===== config.mk =====
export PLATFORM = sky130hd
export DESIGN_NAME = sm_issue_arbiter
export DESIGN_NICKNAME = d
export VERILOG_FILES = /design/src/rtl/sm_issue_arbiter.sv
export SDC_FILE = /design/constraint.sdc
export NUM_CORES = 1
export LEC_CHECK = 0
export CORE_MARGIN = 2
export CORE_UTILIZATION = 45
export DETAILED_ROUTE_END_ITERATION = 10
export GPL_TIMING_DRIVEN = 1
export PLACE_DENSITY = 0.85
export SLEW_MARGIN = 20
export SYNTH_ARGS = -nofsm -noshare
export SYNTH_HDL_FRONTEND = slang
export SYNTH_SLANG_ARGS = --single-unit

===== constraint.sdc =====
create_clock -name clk -period 7.3 [get_ports clk]
set_input_delay 1.46 -clock clk [delete_from_list [all_inputs] [get_ports clk]]
set_output_delay 1.46 -clock clk [all_outputs]
set_load 0.01 [all_outputs]

===== src/rtl/sm_issue_arbiter.sv =====
// rtl/sm_issue_arbiter.sv - dual-issue slot arbiter fed from a two-word instruction ROM port
//
// Purpose: fetches imData1/imData2 at word PC imAddr and fills slot0, plus slot1
// when the two words can legally issue together. The slot registers hold while the
// pipeline stalls, and a redirect inserts a one-cycle FLUSH bubble.
// Optional feature: define SM_ISSUE_STATS_EN to add the dualCount/singleCount
// load counters.
//
// Ports:
//   clk, rst                    clock and asynchronous active-high reset
//   imAddr                      ROM word address (combinational from PC)
//   imData1, imData2            ROM words at imAddr and imAddr+1
//   redirValid, redirAddr       redirect to byte address redirAddr (bits [1:0] ignored)
//   issueReady                  pipeline accepts the current slots
//   slot{0,1}Valid/Instr/Pc     registered issue slots (Pc is a byte address)
//   dualCount, singleCount      (SM_ISSUE_STATS_EN only) RUN-state load counters
module sm_issue_arbiter #(
  parameter int SIZE = 64
) (
  input  logic        clk,
  input  logic        rst,
  output logic [31:0] imAddr,
  input  logic [31:0] imData1,
  input  logic [31:0] imData2,
  input  logic        redirValid,
  input  logic [31:0] redirAddr,
  input  logic        issueReady,
  output logic        slot0Valid,
  output logic [31:0] slot0Instr,
  output logic [31:0] slot0Pc,
  output logic        slot1Valid,
  output logic [31:0] slot1Instr,
  output logic [31:0] slot1Pc
`ifdef SM_ISSUE_STATS_EN
  ,
  output logic [31:0] dualCount,
  output logic [31:0] singleCount
`endif
);

  typedef enum logic [1:0] {ST_RUN, ST_HOLD, ST_FLUSH} state_t;

  state_t      state_q, state_d;
  logic [31:0] pc_q, pc_d;
  logic        slot0_valid_q, slot0_valid_d;
  logic [31:0] slot0_instr_q, slot0_instr_d;
  logic [31:0] slot0_pc_q, slot0_pc_d;
  logic        slot1_valid_q, slot1_valid_d;
  logic [31:0] slot1_instr_q, slot1_instr_d;
  logic [31:0] slot1_pc_q, slot1_pc_d;

  // PC is always kept below SIZE, so a single conditional subtract is enough.
  function automatic logic [31:0] wrap_add(input logic [31:0] pc, input logic [31:0] inc);
    logic [32:0] s;
    s = {1'b0, pc} + {1'b0, inc};
    if (s >= 33'(SIZE)) s = s - 33'(SIZE);
    return s[31:0];
  endfunction

  function automatic logic is_mem(input logic [6:0] op);
    return (op == 7'b0000011) || (op == 7'b0100011);
  endfunction

  logic [4:0]  rd1, rd2, rs1_2, rs2_2;
  logic [6:0]  op1, op2;
  logic        dual_ok, load_en;
  logic [31:0] pc_plus1, pc_plus2, redir_pc;
  logic        unused_redir_lsbs;

  assign rd1    = imData1[11:7];
  assign op1    = imData1[6:0];
  assign rd2    = imData2[11:7];
  assign rs1_2  = imData2[19:15];
  assign rs2_2  = imData2[24:20];
  assign op2    = imData2[6:0];

  // rd1 == 0 already fails the RAW term, so the WAW term only needs rd1 != rd2 or rd2 == 0.
  assign dual_ok = (rd1 != 5'd0) && (rd1 != rs1_2) && (rd1 != rs2_2)
                 && ((rd1 != rd2) || (rd2 == 5'd0))
                 && (op1 != 7'b1100011) && (op1 != 7'b1101111) && (op1 != 7'b1100111)
                 && !(is_mem(op1) && is_mem(op2))
                 && (pc_q != 32'(SIZE - 1));

  assign pc_plus1 = wrap_add(pc_q, 32'd1);
  assign pc_plus2 = wrap_add(pc_q, 32'd2);
  assign redir_pc = {2'b00, redirAddr[31:2]} % 32'(SIZE);
  assign unused_redir_lsbs = ^redirAddr[1:0];

  // Redirect wins over everything; FLUSH never loads.
  assign load_en = !redirValid && (state_q != ST_FLUSH) && (!slot0_valid_q || issueReady);

  always_comb begin
    state_d       = state_q;
    pc_d          = pc_q;
    slot0_valid_d = slot0_valid_q;
    slot0_instr_d = slot0_instr_q;
    slot0_pc_d    = slot0_pc_q;
    slot1_valid_d = slot1_valid_q;
    slot1_instr_d = slot1_instr_q;
    slot1_pc_d    = slot1_pc_q;
    if (redirValid) begin
      pc_d          = redir_pc;
      slot0_valid_d = 1'b0;
      slot1_valid_d = 1'b0;
      state_d       = ST_FLUSH;
    end else if (state_q == ST_FLUSH) begin
      slot0_valid_d = 1'b0;
      slot1_valid_d = 1'b0;
      state_d       = ST_RUN;
    end else if (load_en) begin
      slot0_valid_d = 1'b1;
      slot0_instr_d = imData1;
      slot0_pc_d    = {pc_q[29:0], 2'b00};
      slot1_valid_d = dual_ok;
      slot1_instr_d = imData2;
      slot1_pc_d    = {pc_plus1[29:0], 2'b00};
      pc_d          = dual_ok ? pc_plus2 : pc_plus1;
      state_d       = ST_RUN;
    end else begin
      state_d = ST_HOLD;
    end
  end

  always_ff @(posedge clk or posedge rst) begin
    if (rst) begin
      state_q       <= ST_RUN;
      pc_q          <= 32'd0;
      slot0_valid_q <= 1'b0;
      slot0_instr_q <= 32'd0;
      slot0_pc_q    <= 32'd0;
      slot1_valid_q <= 1'b0;
      slot1_instr_q <= 32'd0;
      slot1_pc_q    <= 32'd0;
    end else begin
      state_q       <= state_d;
      pc_q          <= pc_d;
      slot0_valid_q <= slot0_valid_d;
      slot0_instr_q <= slot0_instr_d;
      slot0_pc_q    <= slot0_pc_d;
      slot1_valid_q <= slot1_valid_d;
      slot1_instr_q <= slot1_instr_d;
      slot1_pc_q    <= slot1_pc_d;
    end
  end

  assign imAddr     = pc_q;
  assign slot0Valid = slot0_valid_q;
  assign slot0Instr = slot0_instr_q;
  assign slot0Pc    = slot0_pc_q;
  assign slot1Valid = slot1_valid_q;
  assign slot1Instr = slot1_instr_q;
  assign slot1Pc    = slot1_pc_q;

`ifdef SM_ISSUE_STATS_EN
  logic [31:0] dual_cnt_q, single_cnt_q;
  logic        count_en;

  // Only plain RUN-state loads are counted; the edge leaving HOLD is not.
  assign count_en = load_en && (state_q == ST_RUN);

  always_ff @(posedge clk or posedge rst) begin
    if (rst) begin
      dual_cnt_q   <= 32'd0;
      single_cnt_q <= 32'd0;
    end else if (count_en) begin
      if (dual_ok) dual_cnt_q <= dual_cnt_q + 32'd1;
      else single_cnt_q <= single_cnt_q + 32'd1;
    end
  end

  assign dualCount   = dual_cnt_q;
  assign singleCount = single_cnt_q;
`endif

endmodule

==> metrics.md, run 1 <==
| Metric | Value |
|---|---|
| Yosys cell types | 62 |
| Most common cell after layout, fill and taps aside | nand2_1 |
| CTS buffer count | 17 |
| Overall Global Routing Usage | 0.2621 |
| Sw frac | 0.4405 |
| Worst path arrival time | slightly above 5 ns |
| Worst-Skew Late Latency | between 0.4 and 0.5 ns |
| P_leak | 5.264 nW |
| Synth Area per Inst | around 8.3 sq um |
| Top cell type by total area after synthesis | dfrtp_1 |
| Critical Path Start Type | flip-flop |
| Max IR drop VDD | roughly 0.20 mV |
| Vias in the first global route | approximately 8,300 |
| Post-synth EDFFs | 0 |
| Post-synth top area share | 0.4334 |
| DRT Wirelength | slightly below 30 mm |
| Clock skew | roughly 0.013 ns |
| DRC | 0 |
| CTS tree | done |
| PortBufs | between 200 and 250 |
| Combinational fraction of design power | 0.515 |
| Area Overhead vs Synth | 32.17% |
| Final net count | 1,402 |
| RSZ-0062 raised after global routing | no |
| Share of cells above drive strength 1 | 0.04667 |
| Reg power frac | 0.294 |
| Initial antenna violation count | 0 |
| Slew HR | 0.3560 |
| Ys async rst share | 1.000 |
| Final Util | 0.6053 |
| Die height | 147.3 microns |
| Bufs on Longest Clock Path | 2 |
| HPWL after detailed placement | between 20 and 25 mm |
| Cts hold-fix bufs | 0 |
| Ys flop type | dfrtp_1 |
| Final antenna-violating net count | 0 |
| Largest net degree at the start of global routing | 115 |
| # rows | 52 |
| Die X | 147.3 microns |
| Fin crit share | 0.6619 |
| Highest Clock Rate | 207.0 MHz |
| Area after DPL | about 12,000 sq um |
| Final Instance Area | 12,210 sq um |
| Power share of the clock group | 0.191 |
| Setup Viol. Count Final | 0 |
| Min setup slack post-route | approximately 2.5 ns |
| H-tree Lvls | 4 |
| Syn Std Cell Area | 9238 sq um |
| Initial Util | 0.4580 |
| Yosys reg bits | 160 |
| Hold Crit Class | flip-flop to flip-flop |
| Clock root buffer | clkbuf_16 |
| DR vias/cell | ~5.5 |
| TNS Setup | 0 ns |
| Cts repair resizes | 0 |
| Multi-input logic area | 4860 sq um |
| Reg clk slew, reported paths | 0.07 ns |
| Power Internal | around 0.0027 W |
| Critical path peak fanout | 12 |
| Max-slew violations | 0 |
| Crit end category | flip-flop |
| Sequential share of the synthesized area | 0.4334 |
| Avg WL per Cell | around 18 microns |
| IO Pins | between 200 and 300 |
| Commonest cells after routing, fill and taps aside | nand2_1 (356), clkdlybuf4s50_1 (231), dfrtp_1 (160) |
| Core Region | between 20,000 and 25,000 sq um |
| 1st-iter DRT viols | between 700 and 800 |
| First-pass GRT wire length | between 40 and 50 mm |
| Min Tclk post-route | approximately 4.8 ns |
| Postcts setup bufs | 0 |
| Via count | about 8,700 |
| Place WS | about 2.2 ns |
| Yosys warns | 0 |
| Die ar. | 21,690 sq um |
| Net Switching | roughly 0.0021 W |
| GPL Wtd Cong | between 0.9 and 1 |
| Status | completed |
| Drt first pass iters | 6 |
| Worst Max-Slew Pin Slew | ~0.96 ns |
| Fill cells | 1,741 |
| Post-Syn Instances | between 1,000 and 1,500 |
| Max cap viols | 0 |
| Clock Sinks | 160 |
| Diode count | 0 |
| P per Cell Area | roughly 390 nW/um^2 |
| Dominant cells by area after synthesis | dfrtp_1 (43%), nand2_1 (15%), xnor2_1 (7.4%) |
| Sequential Area | roughly 4000 sq um |
| Worst EP required | between 7 and 8 ns |
| Final hold vios | 0 |
| Grt ovf | 0 |
| Critical path class | flip-flop to flip-flop |
## sequential cells by signal, summed over array words and instances (netlist names)
| register | count |
|---|---|
| slot1Pc | 30 |
| slot0Pc | 30 |
| state_q | 2 |
| slot0Valid | 1 |
| imAddr | 32 |
| slot1Instr | 32 |
| slot1Valid | 1 |
| slot0Instr | 32 |
## Yosys cell counts, types with 5 or more instances
master      n
and4_1      7
and2_1      9
nand2_1   357
a221o_1    10
nor3_1     36
ha_1        8
or4_1      10
mux2_2      7
or3_1      10
nor2_1     54
buf_4      10
nor2b_1     6
o221ai_1    8
xnor2_1    78
buf_1       7
nand3_1    35
dfrtp_1   160
nor4_1     19
clkbuf_1   55
inv_1      12
and3_1     15
o211ai_1    5
o21ai_0    35
xor2_1     32
mux2i_1     7
buf_2       9
a21oi_1    21
nand4_1    26
## final cells by class
cell class	count	share of cell area
clock inverter	15	0.01353
timing repair buffer	238	0.1937
sequential	160	0.3279
clock buffer	17	0.03484
multi-input combinational	865	0.3980
inverter	12	0.004304
tap	270	0.02767
## logic make-up (layout without fill, tap and decap cells)
family | Yosys count | count (layout) | share of synthesized area
AOI/OAI and AO/OA | 121 | 121 | 0.08994
other | 1 | 4 | 0.0004059
buffers and inverters | 93 | 282 | 0.04307
adders and majority gates | 8 | 8 | 0.01084
xor gates and xnor gates | 110 | 110 | 0.1043
muxes | 14 | 14 | 0.01612
DFF | 160 | 160 | 0.4334
and+or+nand+nor | 608 | 608 | 0.3019
## metal layers
layer | GRT usage | part of all wire
met5 | 0 | 0
met4 | 0.1038 | 0.033
met3 | 0.04938 | 0.067
met2 | 0.4292 | 0.48
met1 | 0.3450 | 0.42
## power by group through the flow
stage	logic, W	registers (W)	clock network [W]
after CTS	0.00243	0.00140	0.000930
after global routing	0.00264	0.00143	0.000968
after floorplan	0.00153	0.00135	0
after global placement	0.00238	0.00140	0
final	0.00246	0.00140	0.000912
after detailed placement	0.00242	0.00141	0
## through the flow
| step | total power (W) | hold WS (ns) | cells |
|---|---|---|---|
| after floorplan | 0.002876 | 0.5139 | 1118 |
| after global placement | 0.003779 | 0.4563 | 1545 |
| after detailed placement | 0.003830 | 0.4610 | 1545 |
| after CTS | 0.004758 | 0.4787 | 1577 |
| after global routing | 0.005040 | 0.4933 | 1577 |
| final | 0.004781 | 0.4739 | 1577 |
## critical path, stage by stage, from the launching register on
cell	delay [ns]
dfrtp_1	0.63
ha_1	0.46
and2_0	0.42
nand4_1	0.44
o31a_1	0.45
nor4_2	0.56
and4_1	0.37
nand3_1	0.21
o21ai_2	0.46
o21ai_0	0.24
and3_1	0.22
a221o_1	0.25
## final timing paths
check,endpoint,slack (ns),from,depth (start not counted)
max,imAddr[13],2.47,imAddr[2],11
min in group asynchronous,slot0Instr[18],1.59,rst,2
min,slot0Instr[2],0.47,slot0Instr[2],2
min reg2reg,slot0Instr[2],0.47,slot0Instr[2],2
max in group asynchronous,imAddr[30],4.54,rst,3
max reg2reg,imAddr[13],2.47,imAddr[2],11
No activity file was read; power rests on OpenSTA's default activity.
==> inputs of run 2 (changes only) <==
==> constraint.sdc (replaced) <==
create_clock -name clk -period 4.7 [get_ports clk]
set_input_delay 0.94 -clock clk [delete_from_list [all_inputs] [get_ports clk]]
set_output_delay 0.94 -clock clk [all_outputs]
set_load 0.01 [all_outputs]
==> metrics.md, run 2 (same netlist as run 1, synthesis figures left out) <==
| Metric | Value |
|---|---|
| Status | completed |
| P per Cell Area | ~610 nW/um^2 |
| Slowest cell on crit path | or4_1 |
| GRT busiest layer | met2 |
| Largest net degree at the start of global routing | 103 |
| IO Pins | about 260 |
| Most common cell after layout, fill and taps aside | nand2_1 |
| Final antenna-violating net count | 0 |
| GPL Wtd Cong | roughly 0.95 |
| Max IR drop VDD | ~0.36 mV |
| Postcts setup bufs | 0 |
| Critical path's top delay family | simple AND/OR/NAND/NOR gates |
| Worst-Skew Late Latency | 0.44 ns |
| CP bufs+invs | 1 |
| Sequential Area | 4004 sq um |
| Critical R2R Launch | imAddr[1] |
| Critical path class | flip-flop to flip-flop |
| Crit end category | flip-flop |
| Worst-case reg-to-reg path depth | 12 |
| 1st-iter DRT viols | 680 |
| Area Overhead vs Synth | 35.60% |
| RR Endpoint | imAddr[24] |
| Clock Sinks | between 150 and 200 |
| Diode count | 0 |
| Met2 usage | 0.4512 |
| Multi-input logic area | between 4000 and 5000 sq um |
| Max-slew violations | 0 |
| Bufs on Longest Clock Path | 2 |
| DR vias/cell | between 5 and 6 |
| Area after DPL | between 10,000 and 15,000 sq um |
| HPWL after detailed placement | 22.09 mm |
| FF-to-FF setup slack | around 0.37 ns |
| Hold Crit Depth | 2 |
| Clock root buffer | clkbuf_16 |
| Min Tclk post-route | roughly 4.3 ns |
| Worst Max-Slew Pin Slew | ~1.0 ns |
| Via count | 9,006 |
| DRT Wirelength | about 30 mm |
| CTS tree | done |
| Critical path peak fanout | 11 |
| Fin cells | approximately 1,600 |
| Final net count | 1,443 |
| Clock skew | 0.01936 ns |
| Setup Viol. Count Final | 0 |
| Cts hold-fix bufs | 0 |
| Core Region | 20,170 sq um |
| Drt first pass iters | 5 |
| Fill cells | about 1,700 |
| PortBufs | between 200 and 250 |
| Worst EP required | about 5 ns |
| CTS buffer count | 17 |
| Share of cells above drive strength 1 | 0.07567 |
| P_leak | roughly 5.4 nW |
| First-pass GRT wire length | around 48 mm |
| Fin crit share | 0.9207 |
| Crit path top cell by count | nor3_1 |
| Hold Crit Class | flip-flop to flip-flop |
| # rows | 52 |
| Grt ovf | 0 |
| Commonest cells after routing, fill and taps aside | nand2_1 (356), clkdlybuf4s50_1 (231), dfrtp_1 (160) |
| Final Instance Area | 12,530 sq um |
| RSZ-0062 raised after global routing | no |
| Reg clk slew, reported paths | approximately 0.080 ns |
| Cts repair resizes | 0 |
| Avg WL per Cell | 18.61 microns |
| Final hold vios | 0 |
| Worst path arrival time | between 4 and 5 ns |
| Die X | 147.3 microns |
| DRC | 0 |
| Critical Path Max Stage Delay | 0.80 ns |
| Highest Clock Rate | between 200 and 250 MHz |
| Slew HR | 0.3073 |
| H-tree Lvls | 4 |
| Vias in the first global route | around 8,900 |
| Hold path endpoint | slot0Pc[31] |
| Overall Global Routing Usage | 0.2794 |
| Met1 usage in global routing | 0.3609 |
| Initial Util | 0.4580 |
| Initial antenna violation count | 0 |
| Min Hold Slack | approximately 0.47 ns |
| Design Power | about 0.0076 W |
| Max cap viols | 0 |
| Worst-path cell chain | ha_1 -> nand3_1 -> or4_1 -> nor3_1 -> o211ai_1 -> a211oi_2 -> nand4_1 -> o211ai_2 -> buf_4 -> nor3_1 -> xnor2_1 -> a221o_1 |
| HP Start | slot0Pc[31] |
| Die ar. | about 22,000 sq um |
| Die height | approximately 150 microns |
| TNS Setup | 0 ns |
| Met3 Use GR | 0.05093 |
| Placed Cells | 1,586 |
| Critical Path Start Type | flip-flop |
[run 2: cell types whose count changed in the layout (fill, tap and decap cells not counted), sizes merged]
cell      before  now
buf            7   48
clkinvlp       0    4
inv           22   19
bufinv         1    0
[run 2: cell type report]
class,instances,area share
Sequential cell,160,0.3196
Clock inverter,15,0.01319
Inverter,12,0.003896
Tap cell,270,0.02697
Clock buffer,17,0.03396
Timing Repair Buffer,279,0.2144
Multi-Input combinational cell,865,0.3880
[run 2: worst max-delay path by stage]
| stage | start | endpoint | depth (start not counted) |
|---|---|---|---|
| 2_1_floorplan | imAddr[1] | imAddr[16] | 12 |
| 3_3_place_gp | imData1[2] | imAddr[10] | 11 |
| 4_1_cts | imAddr[1] | imAddr[13] | 11 |
| 3_5_place_dp | imData1[2] | imAddr[11] | 10 |
| 6_report | imAddr[1] | imAddr[24] | 12 |
| 5_1_grt | imAddr[1] | imAddr[24] | 12 |
[run 2: per-layer routing]
metal  share of wire  vias to the layer above
li1                -                     4223
met1            0.41                     4268
met2            0.48                      407
met3           0.069                      108
met4           0.048                        0
met5               0                        -
[run 2: metrics by stage]
step                        util  setup WS, ns
final                     0.6210        0.3728
after global routing      0.6210        0.1457
after CTS                 0.6210        0.4750
after detailed placement  0.5917        0.3749
after global placement    0.5917        0.4463
after floorplan                -         1.017
[run 2: power by group]
part	internal [W]	leakage (nW)	switching (W)	total [W]
registers	0.00171	2.05	0.000383	0.00210
logic	0.00186	3.11	0.00227	0.00413
clock network	0.000715	0.280	0.000696	0.00141
total	0.00429	5.45	0.00335	0.00763
[run 2: worst reg2reg max path, delay by kind of cell, from the launching register on]
| family | cells | cell delay [ns] |
|---|---|---|
| fa+ha+maj | 1 | 0.32 |
| buf+inv | 1 | 0.19 |
| xor+xnor | 1 | 0.16 |
| simple gates | 5 | 1.84 |
| flops | 1 | 0.46 |
| compound gates | 4 | 1.24 |
==> inputs of run 3 (changes only) <==
--- a/config.mk
+++ b/config.mk
@@ -5,6 +5,7 @@
 export SDC_FILE = /design/constraint.sdc
 export NUM_CORES = 1
 export LEC_CHECK = 0
+export CAP_MARGIN = 0
 export CORE_MARGIN = 2
 export CORE_UTILIZATION = 45
 export DETAILED_ROUTE_END_ITERATION = 10
==> constraint.sdc (replaced) <==
create_clock -name clk -period 4.7 [get_ports clk]
set_input_delay 0.94 -clock clk [delete_from_list [all_inputs] [get_ports clk]]
set_output_delay 0.94 -clock clk [all_outputs]
set_load 0.02 [all_outputs]
==> results of run 3 <==
The final DEF is identical to that of run 2. Status: completed.
Among the figures that moved: total power 0.007634 W -> 0.007899 W; worst IR drop on VDD 0.3604 mV -> 0.3608 mV
